[src/rtl/sdram_dbus_pkg.sv]
// Shared constants and types for the two-master SDRAM dbus arbiter.
package sdram_dbus_pkg;

   localparam int unsigned ADDR_W  = 25;
   localparam int unsigned DATA_W  = 16;
   localparam int unsigned BE_W    = DATA_W / 8;
   localparam int unsigned BURST_W = 7;

   typedef enum logic [0:0] {
      StIdle,
      StWburst
   } arb_state_e;

   typedef struct packed {
      logic               id;
      logic [BURST_W-1:0] count;
   } rd_tag_t;

endpackage

[src/rtl/sdram_rd_tag_fifo.sv]
// In-order read tag queue; the head's beat count is decremented per returned beat
// and the entry is popped when its last beat arrives.
module sdram_rd_tag_fifo
   import sdram_dbus_pkg::*;
#(
   parameter int unsigned Depth = 4
) (
   input  logic    clk,
   input  logic    rst,
   input  logic    push_i,
   input  rd_tag_t push_tag_i,
   input  logic    dec_i,
   output logic    head_id_o,
   output logic    full_o,
   output logic    empty_o
);

   localparam int unsigned PtrW = $clog2(Depth);

   rd_tag_t       mem_q [Depth];
   rd_tag_t       mem_d [Depth];
   logic [PtrW:0] wr_q, wr_d, rd_q, rd_d;
   logic [PtrW-1:0] rd_idx, wr_idx;

   assign rd_idx    = rd_q[PtrW-1:0];
   assign wr_idx    = wr_q[PtrW-1:0];
   assign empty_o   = (wr_q == rd_q);
   assign full_o    = (wr_q[PtrW] != rd_q[PtrW]) && (wr_idx == rd_idx);
   assign head_id_o = mem_q[rd_idx].id;

   always_comb begin
      mem_d = mem_q;
      wr_d  = wr_q;
      rd_d  = rd_q;
      if (dec_i && !empty_o) begin
         if (mem_q[rd_idx].count == BURST_W'(1)) begin
            rd_d = rd_q + 1'b1;
         end else begin
            mem_d[rd_idx].count = mem_q[rd_idx].count - 1'b1;
         end
      end
      // A full queue never sees a push from the arbiter, so the slots cannot collide.
      if (push_i && !full_o) begin
         mem_d[wr_idx] = push_tag_i;
         wr_d          = wr_q + 1'b1;
      end
   end

   always_ff @(posedge clk) begin
      if (rst) begin
         wr_q <= '0;
         rd_q <= '0;
      end else begin
         wr_q <= wr_d;
         rd_q <= rd_d;
      end
   end

   always_ff @(posedge clk) begin
      mem_q <= mem_d;
   end

endmodule

[src/rtl/sdram_dbus_arbiter.sv]
// Two-master round-robin arbiter for the sdram_controller dbus; write bursts are locked
// to one master and read beats are steered back through an in-order tag queue.
module sdram_dbus_arbiter
   import sdram_dbus_pkg::*;
#(
   parameter int unsigned RDQ_DEPTH = 4
) (
   input  logic               clk,
   input  logic               rst,
   input  logic [ADDR_W-1:0]  m0_address,
   input  logic [DATA_W-1:0]  m0_writedata,
   input  logic [BE_W-1:0]    m0_byteenable,
   input  logic [BURST_W-1:0] m0_burstcount,
   input  logic               m0_read,
   input  logic               m0_write,
   output logic               m0_waitrequest,
   output logic [DATA_W-1:0]  m0_readdata,
   output logic               m0_readdatavalid,
   input  logic [ADDR_W-1:0]  m1_address,
   input  logic [DATA_W-1:0]  m1_writedata,
   input  logic [BE_W-1:0]    m1_byteenable,
   input  logic [BURST_W-1:0] m1_burstcount,
   input  logic               m1_read,
   input  logic               m1_write,
   output logic               m1_waitrequest,
   output logic [DATA_W-1:0]  m1_readdata,
   output logic               m1_readdatavalid,
   output logic [ADDR_W-1:0]  dbus_address,
   output logic [DATA_W-1:0]  dbus_writedata,
   output logic [BE_W-1:0]    dbus_byteenable,
   output logic [BURST_W-1:0] dbus_burstcount,
   output logic               dbus_read,
   output logic               dbus_write,
   input  logic               dbus_waitrequest,
   input  logic [DATA_W-1:0]  dbus_readdata,
   input  logic               dbus_readdatavalid,
   output logic               rsp_orphan
);

   arb_state_e         state_q, state_d;
   logic               sel_q, sel_d;
   logic               last_q, last_d;
   logic [BURST_W-1:0] beats_q, beats_d;
   logic               orphan_q, orphan_d;

   logic [ADDR_W-1:0]  m_addr [2];
   logic [DATA_W-1:0]  m_wdata [2];
   logic [BE_W-1:0]    m_be [2];
   logic [BURST_W-1:0] m_bc [2];
   logic [1:0]         m_wr, m_rd, m_wait, m_rdv, elig;
   logic               cur;
   logic [BURST_W-1:0] bc_eff;
   logic               rdq_push, rdq_dec, rdq_full, rdq_empty, rdq_head_id;
   rd_tag_t            push_tag;

   assign m_addr[0]  = m0_address;
   assign m_addr[1]  = m1_address;
   assign m_wdata[0] = m0_writedata;
   assign m_wdata[1] = m1_writedata;
   assign m_be[0]    = m0_byteenable;
   assign m_be[1]    = m1_byteenable;
   assign m_bc[0]    = m0_burstcount;
   assign m_bc[1]    = m1_burstcount;
   assign m_wr       = {m1_write, m0_write};
   assign m_rd       = {m1_read, m0_read};

   always_comb begin
      elig     = m_wr | (m_rd & {2{~rdq_full}});
      state_d  = state_q;
      sel_d    = sel_q;
      last_d   = last_q;
      beats_d  = beats_q;
      cur      = sel_q;
      m_wait   = 2'b11;
      dbus_read  = 1'b0;
      dbus_write = 1'b0;
      rdq_push   = 1'b0;

      unique case (state_q)
         StIdle: begin
            if (&elig) begin
               sel_d = ~last_q;
            end else if (elig[0]) begin
               sel_d = 1'b0;
            end else if (elig[1]) begin
               sel_d = 1'b1;
            end
            cur = sel_d;
            // A read blocked by a full tag queue stays stalled even when it holds the mux.
            if (elig[cur]) begin
               dbus_write  = m_wr[cur];
               dbus_read   = ~m_wr[cur] & m_rd[cur];
               m_wait[cur] = dbus_waitrequest;
            end
         end
         StWburst: begin
            dbus_write  = m_wr[cur];
            m_wait[cur] = dbus_waitrequest;
         end
         default: ;
      endcase

      bc_eff = (m_bc[cur] == '0) ? BURST_W'(1) : m_bc[cur];

      if (rst) begin
         dbus_read  = 1'b0;
         dbus_write = 1'b0;
         m_wait     = 2'b11;
      end

      if (dbus_write && !dbus_waitrequest) begin
         if (state_q == StWburst) begin
            beats_d = beats_q - 1'b1;
            if (beats_q == BURST_W'(1)) begin
               state_d = StIdle;
               last_d  = cur;
            end
         end else if (bc_eff > BURST_W'(1)) begin
            state_d = StWburst;
            beats_d = bc_eff - 1'b1;
         end else begin
            last_d = cur;
         end
      end

      if (dbus_read && !dbus_waitrequest) begin
         rdq_push = 1'b1;
         last_d   = cur;
      end
   end

   assign push_tag.id    = cur;
   assign push_tag.count = bc_eff;

   assign rdq_dec  = dbus_readdatavalid & ~rdq_empty & ~rst;
   assign m_rdv    = rdq_dec ? (rdq_head_id ? 2'b10 : 2'b01) : 2'b00;
   assign orphan_d = orphan_q | (dbus_readdatavalid & rdq_empty);

   always_ff @(posedge clk) begin
      if (rst) begin
         state_q  <= StIdle;
         sel_q    <= 1'b0;
         last_q   <= 1'b1;
         beats_q  <= '0;
         orphan_q <= 1'b0;
      end else begin
         state_q  <= state_d;
         sel_q    <= sel_d;
         last_q   <= last_d;
         beats_q  <= beats_d;
         orphan_q <= orphan_d;
      end
   end

   sdram_rd_tag_fifo #(
      .Depth (RDQ_DEPTH)
   ) u_rd_tag_fifo (
      .clk        (clk),
      .rst        (rst),
      .push_i     (rdq_push),
      .push_tag_i (push_tag),
      .dec_i      (rdq_dec),
      .head_id_o  (rdq_head_id),
      .full_o     (rdq_full),
      .empty_o    (rdq_empty)
   );

   assign dbus_address     = m_addr[cur];
   assign dbus_writedata   = m_wdata[cur];
   assign dbus_byteenable  = m_be[cur];
   assign dbus_burstcount  = m_bc[cur];
   assign m0_waitrequest   = m_wait[0];
   assign m1_waitrequest   = m_wait[1];
   assign m0_readdata      = dbus_readdata;
   assign m1_readdata      = dbus_readdata;
   assign m0_readdatavalid = m_rdv[0];
   assign m1_readdatavalid = m_rdv[1];
   assign rsp_orphan       = orphan_q;

endmodule

[config.mk]
export PLATFORM = sky130hd
export DESIGN_NAME = sdram_dbus_arbiter
export DESIGN_NICKNAME = d
export VERILOG_FILES = /design/src/rtl/sdram_dbus_pkg.sv /design/src/rtl/sdram_rd_tag_fifo.sv /design/src/rtl/sdram_dbus_arbiter.sv
export SDC_FILE = /design/constraint.sdc
export NUM_CORES = 1
export LEC_CHECK = 0
export ABC_AREA = 1
export CAP_MARGIN = 20
export CORE_ASPECT_RATIO = 1.5
export CORE_UTILIZATION = 30
export CTS_BUF_LIST = sky130_fd_sc_hd__clkbuf_4
export CTS_CLUSTER_DIAMETER = 100
export DETAILED_ROUTE_END_ITERATION = 6
export SETUP_SLACK_MARGIN = 0.5
export SLEW_MARGIN = 25
export SYNTH_ARGS = -nofsm -noshare
export SYNTH_HDL_FRONTEND = slang
export SYNTH_HIERARCHICAL = 1
export SYNTH_SLANG_ARGS = --single-unit
[constraint.sdc]
create_clock -name clk -period 3 [get_ports clk]
set_input_delay 0.45 -clock clk [delete_from_list [all_inputs] [get_ports clk]]
set_output_delay 0.45 -clock clk [all_outputs]
set_load 0.1 [all_outputs]
-- After elaboration in Yosys (flattened, before gate mapping)
Cells that the tools add are included.
- add/sub/neg operators: 5
- magnitude comparators: 10
- eq/ne operators: 7
- mux-type cells: 64
- bitwise logic cells: 20
- reductions and logical operators: 19
- operators by type and width (operator ; count):
    $mux W32 ; 3
    $mux W25 ; 3
    $bwmux W32 ; 2
    $mux W7 ; 7
    $mux W16 ; 3
    $demux W8 S2 ; 2
    $mux W1 ; 29
    $mux W8 ; 3
    $sub A7 B1 Y7 const B ; 3
    $bmux W8 S2 ; 1
    $eq A7 B1 Y1 const B ; 2
    $mux W2 ; 7
    $logic_and A1 B1 Y1 ; 9
    $gt A7 B1 Y1 const B ; 1
    $logic_not A7 Y1 ; 1
    $add A3 B1 Y3 const B ; 2
    $ge A3 B3 Y1 const B ; 2
    $lt A3 B1 Y1 const B ; 2
    $not A1 Y1 ; 6
    $not A2 Y3 ; 2
    $or A2 B2 Y2 ; 3
    $reduce_and A2 Y1 ; 3
    $and A1 B1 Y1 ; 4
    $lt A1 B2 Y1 const B ; 2
    17 further kinds ; 23
- register bits: 49
- bits of input ports: 124
- logic and storage cells: 140

-- Depth between registers and ports, before layout
Gate-level depths: netlist of run 1.
- word-level depth: 21
- depth in mapped cells: 25
- mapped depth without buffers: 25

-- Cells and area by module
The synthesis of run 1 kept the hierarchy.
- modules (own cells, without submodules) (module ; instances ; cells each ; area each (um^2)):
    sdram_rd_tag_fifo ; 1 ; 355 ; 2333.5
    sdram_dbus_arbiter ; 1 ; 365 ; 1969.4

-- Worst setup path before layout of run 1
OpenSTA, ideal clock, no wires.
- kind: reg-to-reg
- from: reg u_rd_tag_fifo.rd_q[1]
- to: reg u_rd_tag_fifo/mem_q[15] (netlist bit) (enable)
- library setup time: 0.310 ns
- data arrival time: 2.910 ns
- data required time: 2.690 ns
- path slack: -0.221 ns
- cell stages (with the launch flop): 18
- cells stage by stage: dfxtp_1 buf_4 xnor2_1 nand3_1 inv_1 inv_2 a21oi_2 nand2_2 nand2_1 nand2_1 o21ai_1 o2111a_1 nand2_1 inv_1 nand2_1 inv_2 nand2_2 inv_1
- word-level cells in the longest chain between the ends: 20
- ends and longest elaborated chain (what ; RTL line ; RTL):
    start, declared ; sdram_rd_tag_fifo.sv:22 ; logic [PtrW:0] wr_q, wr_d, rd_q, rd_d;
    start signal, assigned ; sdram_rd_tag_fifo.sv:55 ; rd_q <= rd_d;
    $eq A2 B2 Y1 (*) ; sdram_rd_tag_fifo.sv:28 ; assign full_o = (wr_q[PtrW] != rd_q[PtrW]) && (wr_idx == rd_idx);
    $logic_and A1 B1 Y1 (*) ; sdram_rd_tag_fifo.sv:28 ;
    via rdq_full ; sdram_dbus_arbiter.sv:53 ; logic rdq_push, rdq_dec, rdq_full, rdq_empty, rdq_head_id;
    $not A1 Y1 (*) ; sdram_dbus_arbiter.sv:68 ; elig = m_wr | (m_rd & {2{~rdq_full}});
    $and A2 B2 Y2 (*) ; sdram_dbus_arbiter.sv:68 ;
    $or A2 B2 Y2 (*) ; sdram_dbus_arbiter.sv:68 ;
    $mux W1 ; sdram_dbus_arbiter.sv:85 ; end else if (elig[1]) begin
    $mux W1 ; sdram_dbus_arbiter.sv:83 ; end else if (elig[0]) begin
    [7 not listed] ; - ;
    $mux W1 (*) ; sdram_dbus_arbiter.sv:79 ; unique case (state_q)
    $mux W1 (*) ; sdram_dbus_arbiter.sv:105 ; if (rst) begin
    via dbus_read ; sdram_dbus_arbiter.sv:32 ; output logic dbus_read,
    $logic_and A1 B1 Y1 (*) ; sdram_dbus_arbiter.sv:126 ; if (dbus_read && !dbus_waitrequest) begin
    $mux W1 (*) ; sdram_dbus_arbiter.sv:126 ;
    via rdq_push ; sdram_dbus_arbiter.sv:53 ;
    $logic_and A1 B1 Y1 (*) ; sdram_rd_tag_fifo.sv:43 ; if (push_i && !full_o) begin
    $mux W32 (*) ; sdram_rd_tag_fifo.sv:43 ;
    end signal, assigned ; sdram_rd_tag_fifo.sv:60 ; mem_q <= mem_d;
    end, declared ; sdram_rd_tag_fifo.sv:20 ; rd_tag_t mem_q [Depth];
Mark *: on every way through the listed nets, which the timed path passes. The rest lies on a longest branch. The select of a mux whose other input is x is not followed.
A chain may end at the register's enable or synchronous reset.

-- Final worst setup path of run 1
- from: reg u_rd_tag_fifo.rd_q[2]
- to: reg beats_q[5]
- word-level cells in the longest chain between the ends: 19
- ends and longest elaborated chain (what ; RTL line ; RTL):
    $ne A1 B1 Y1 (*) ; sdram_rd_tag_fifo.sv:28 ;
    $logic_and A1 B1 Y1 (*) ; sdram_rd_tag_fifo.sv:28 ;
    via rdq_full ; sdram_dbus_arbiter.sv:53 ;
    $not A1 Y1 (*) ; sdram_dbus_arbiter.sv:68 ;
    $and A2 B2 Y2 (*) ; sdram_dbus_arbiter.sv:68 ;
    $or A2 B2 Y2 (*) ; sdram_dbus_arbiter.sv:68 ;
    $mux W1 ; sdram_dbus_arbiter.sv:85 ;
    $mux W1 ; sdram_dbus_arbiter.sv:83 ;
    [3 not listed] ; - ;
    $not A1 Y2 (implied by the code) (*) ; sdram_dbus_arbiter.sv:103 ; bc_eff = (m_bc[cur] == '0) ? BURST_W'(1) : m_bc[cur];
    $mux W7 (implied by the code) (*) (3 in series) ; sdram_dbus_arbiter.sv:103 ;
    $logic_not A7 Y1 ; sdram_dbus_arbiter.sv:103 ;
    $mux W7 (*) ; sdram_dbus_arbiter.sv:103 ;
    via bc_eff[0] ; sdram_dbus_arbiter.sv:52 ; logic [BURST_W-1:0] bc_eff;
    $sub A7 B1 Y7 or $gt A7 B1 Y1 (tied branches) ; sdram_dbus_arbiter.sv:120, sdram_dbus_arbiter.sv:118 ;
    $mux W7 or $reduce_bool A2 Y1 (tied branches) ; - ;
    $mux W7 or $reduce_and A2 Y1 (tied branches) ; - ;
    end signal, assigned ; sdram_dbus_arbiter.sv:150 ; beats_q <= beats_d;
    end, declared ; sdram_dbus_arbiter.sv:43 ; logic [BURST_W-1:0] beats_q, beats_d;
Marks and branches as above.

==> impl_metrics.tcl, run 1 <==
set metrics [dict create \
    crit_arrival_ps 3180 \
    synth_top_cell_by_area "nand2_1" \
    synth_compound_area_share_pct 8.00 \
    clk_path_buf_depth 2 \
    setup_ws_ps 132 \
    max_slew.worst_pin.slew_ps 641 \
    cp_max_fo 7 \
    drv_slew 0 \
    synth_top_family_by_area "simple AND/OR/NAND/NOR gates" \
    cts_tree "yes" \
    cts-buffers-inserted 5 \
    firstDrtPassIters 5 \
    crit_family "simple AND/OR/NAND/NOR gates" \
    synth_cells 720 \
    vdd_drop_max_uv 257 \
    max_stage_delay_ps 390 \
    gp_congestion 0.923 \
    vias 5363 \
    dieArea_sq_mm 0.0148 \
    instances_no_fill 1114 \
    async_flop_share_pct 0 \
    die_w_microns 99.8 \
    io_buffer_count 164 \
    coreArea_sq_mm 0.0140 \
    holdWs_ps 503 \
    htreeDepth 2 \
    synth_mux_area_share_pct 0 \
    antenna_found_initial 1 \
    grt_usage_pct 23.2 \
    synth-main-ff-cell "dfxtp_1" \
    synth_warnings 6 \
    synth_common_cells "297 x nand2_1, 74 x nor2_1, 56 x inv_1" \
    slew-limit-headroom_pct 57.0 \
    power.density_mw_per_mm2 502 \
    grt_max_degree 24 \
    hp-start "last_q" \
    synth.area.top_cells "nand2_1 26%, dfxtp_1 21%, nor2_1 6.5%, buf_4 5.9%, nand3_1 5.2%" \
    syn_area_per_cell_sq_um 5.98 \
    pin_count 213 \
    ant_nets 0 \
    design_area_sq_mm 0.00869 \
    place_area_sq_mm 0.00715 \
    drive_above_1_share_pct 41.7 \
    drtIter0Drc 198 \
    synthSimpleGateAreaFrac_pct 48.2 \
    period_share_pct 95.6 \
    max-cap-violations 0 \
    required_ps 3310 \
    grt_overflow 0 \
    fin_util_pct 62.1 \
    static-leakage-power_nw 4.00 \
    synth_cell_types 41 \
    viasPerCell 4.81 \
    synth_fa_ha_area_share_pct 4.07 \
    synth-seq-area-share_pct 23.7 \
    fillers 1163 \
    report.final.setup_viol 0 \
    post-place-cells 1037 \
    outcome "completed" \
    yosysMostFrequentCell "nand2_1" \
    min_path_type "register to register" \
    cp_slowest_cell "dfxtp_4" \
    ys_ff_latch 49 \
    rrSetupSlack_ps 130 \
    rsz0062_at_grt "true" \
    nNetsFinal 1058 \
    r2r_start "u_rd_tag_fifo/rd_q[2]" \
    finClkSkew_ps 10.2 \
    whs_endpoint "last_q" \
    drcViolationCount 0 \
    cts.sinks 49 \
    synth_area_sq_mm 0.00430 \
    max_clock_freq_mhz 349 \
    wire_per_inst_microns 16.3 \
    crit_path_end_kind "register" \
    synth_fp_nets 858 \
    cp-start-kind "register" \
    power_mw 4.37 \
    clkTransAtPathRegs_ps 150 \
    synth_xor_area_share_pct 1.63 \
    critical_path_buf_inv_count 5 \
    row_count 53 \
    die_y_microns 149 \
    syn_to_final_growth_pct 102 \
    period_needed_ps 2870 \
    hold_depth 2 \
    hold_buffers 0 \
    crit_top_cell "nand2_4" \
    initial_core_util_pct 30.8 \
    timing.critical_path.cells "xnor2_2, inv_1, nand3_2, inv_2, inv_4, a21oi_4, nand2_4, nand3_4, nand2_8, buf_6, nand2_4, nand2_8, nor2_8, nand3_4, nand2_4, ha_4, nand2_4, nor2_4, nand3_4, nand2_8, buf_6, nor2_2, a21oi_1" \
    reg2reg_to "beats_q[5]" \
    totalWireLength_microns 18100 \
    grt_pass1_vias 5426 \
    final.setup.tns_ps 0 \
    synth_edf_count 4 \
    grt_pass1_wl_microns 26600 \
    root_buffer "clkbuf_4" \
    worstRegToRegCells 23 \
    critPathKind "register to register" \
    netlist.area_leader.share_pct 25.9 \
    crit_cells 23 \
    clock_latency_ps 380 \
    hold_viol_final 0 \
    place_ws_ps 0.404 \
    dp_hpwl_microns 12600 \
]
[flip-flops by register name (all words and copies together) (netlist names)]
| name | flops |
|---|---|
| u_rd_tag_fifo/wr_q | 3 |
| state_q | 1 |
| rsp_orphan | 1 |
| last_q | 1 |
| beats_q | 7 |
| sel_q | 1 |
| u_rd_tag_fifo/rd_q | 3 |
| u_rd_tag_fifo/mem_q | 32 |
[tightest hold or removal path, stage by stage (launching register included)]
cell     delay, ps
dfxtp_1        350
nand3_1         70
nand3_1         50
[report_power, final]
part           switching, mW  leakage (nW)  total, mW  internal (mW)
logic                   1.98          3.54       3.15           1.17
clock network          0.229        0.0433      0.412          0.183
registers             0.0567         0.413      0.805          0.748
[per-layer routing]
layer | routed length (microns) | GRT usage [%] | vias to the layer above
met5 | 0 | 0 | -
met1 | 5740 | 20.7 | 2478
li1 | - | - | 2613
met4 | 691 | 11.5 | 0
met3 | 1140 | 4.84 | 47
met2 | 10500 | 47.5 | 225
[worst max-delay path by stage]
stage | endpoint | slack [ps] | startpoint
floorplan | u_rd_tag_fifo/mem_q[15] | 270 | u_rd_tag_fifo/rd_q[1]
global placement | beats_q[4] | 80 | m1_read
detailed placement | beats_q[5] | 0.4 | m1_read
CTS | dbus_address[11] | 140 | u_rd_tag_fifo/wr_q[1]
global route | beats_q[2] | 20 | u_rd_tag_fifo/rd_q[2]
finish | beats_q[5] | 130 | u_rd_tag_fifo/rd_q[2]
[layout by cell type (no fill, tap or decap), drive strengths merged, types with 3 or more instances in the layout]
cell type      instances
a21oi                 21
o21ai                 30
nand3                 48
clkdlybuf4s50        107
xnor2                  4
xor2                   4
nand4                  4
ha                    14
a211oi                 3
buf                  131
inv                   67
nor2                  83
nand2                331
edfxtp                 4
dfxtp                 45
clkbuf                 9
[cells by family (layout without fill, tap and decap cells)]
group / after synthesis / in the layout
compound gates: 61 / 61
xor+xnor: 8 / 8
fa+ha+maj: 14 / 14
buf+inv: 121 / 319
flops: 49 / 49
other cells: 0 / 1
simple gates: 467 / 470
[final cells by class]
class	instances	area [sq um]	share of cell area (%)
well taps	192	240	2.76
multi-input cells	553	3940	45.3
repair buffers	241	3070	35.3
clock inverters	2	33.8	0.389
clock buffers	6	45.0	0.518
diodes	1	2.50	0.0288
inverters	70	328	3.77
flip-flops and latches	49	1040	11.9
[repair_timing]
action,in CTS,in global routing
gates resized for setup,90,131
gates cloned,5,5
endpoints found under the setup margin,93,103
setup buffers,43,15
pin swaps,12,50
(Power assumes the default switching activity.)
==> inputs of run 2 (changes only) <==
--- a/config.mk
+++ b/config.mk
@@ -13,7 +13,8 @@
 export CTS_CLUSTER_DIAMETER = 100
 export DETAILED_ROUTE_END_ITERATION = 6
 export SETUP_SLACK_MARGIN = 0.5
-export SLEW_MARGIN = 25
+export SKIP_LAST_GASP = 1
+export SLEW_MARGIN = 20
 export SYNTH_ARGS = -nofsm -noshare
 export SYNTH_HDL_FRONTEND = slang
 export SYNTH_HIERARCHICAL = 1
==> results of run 2 <==
Final layout, timing and power as in run 1 (identical DEF).
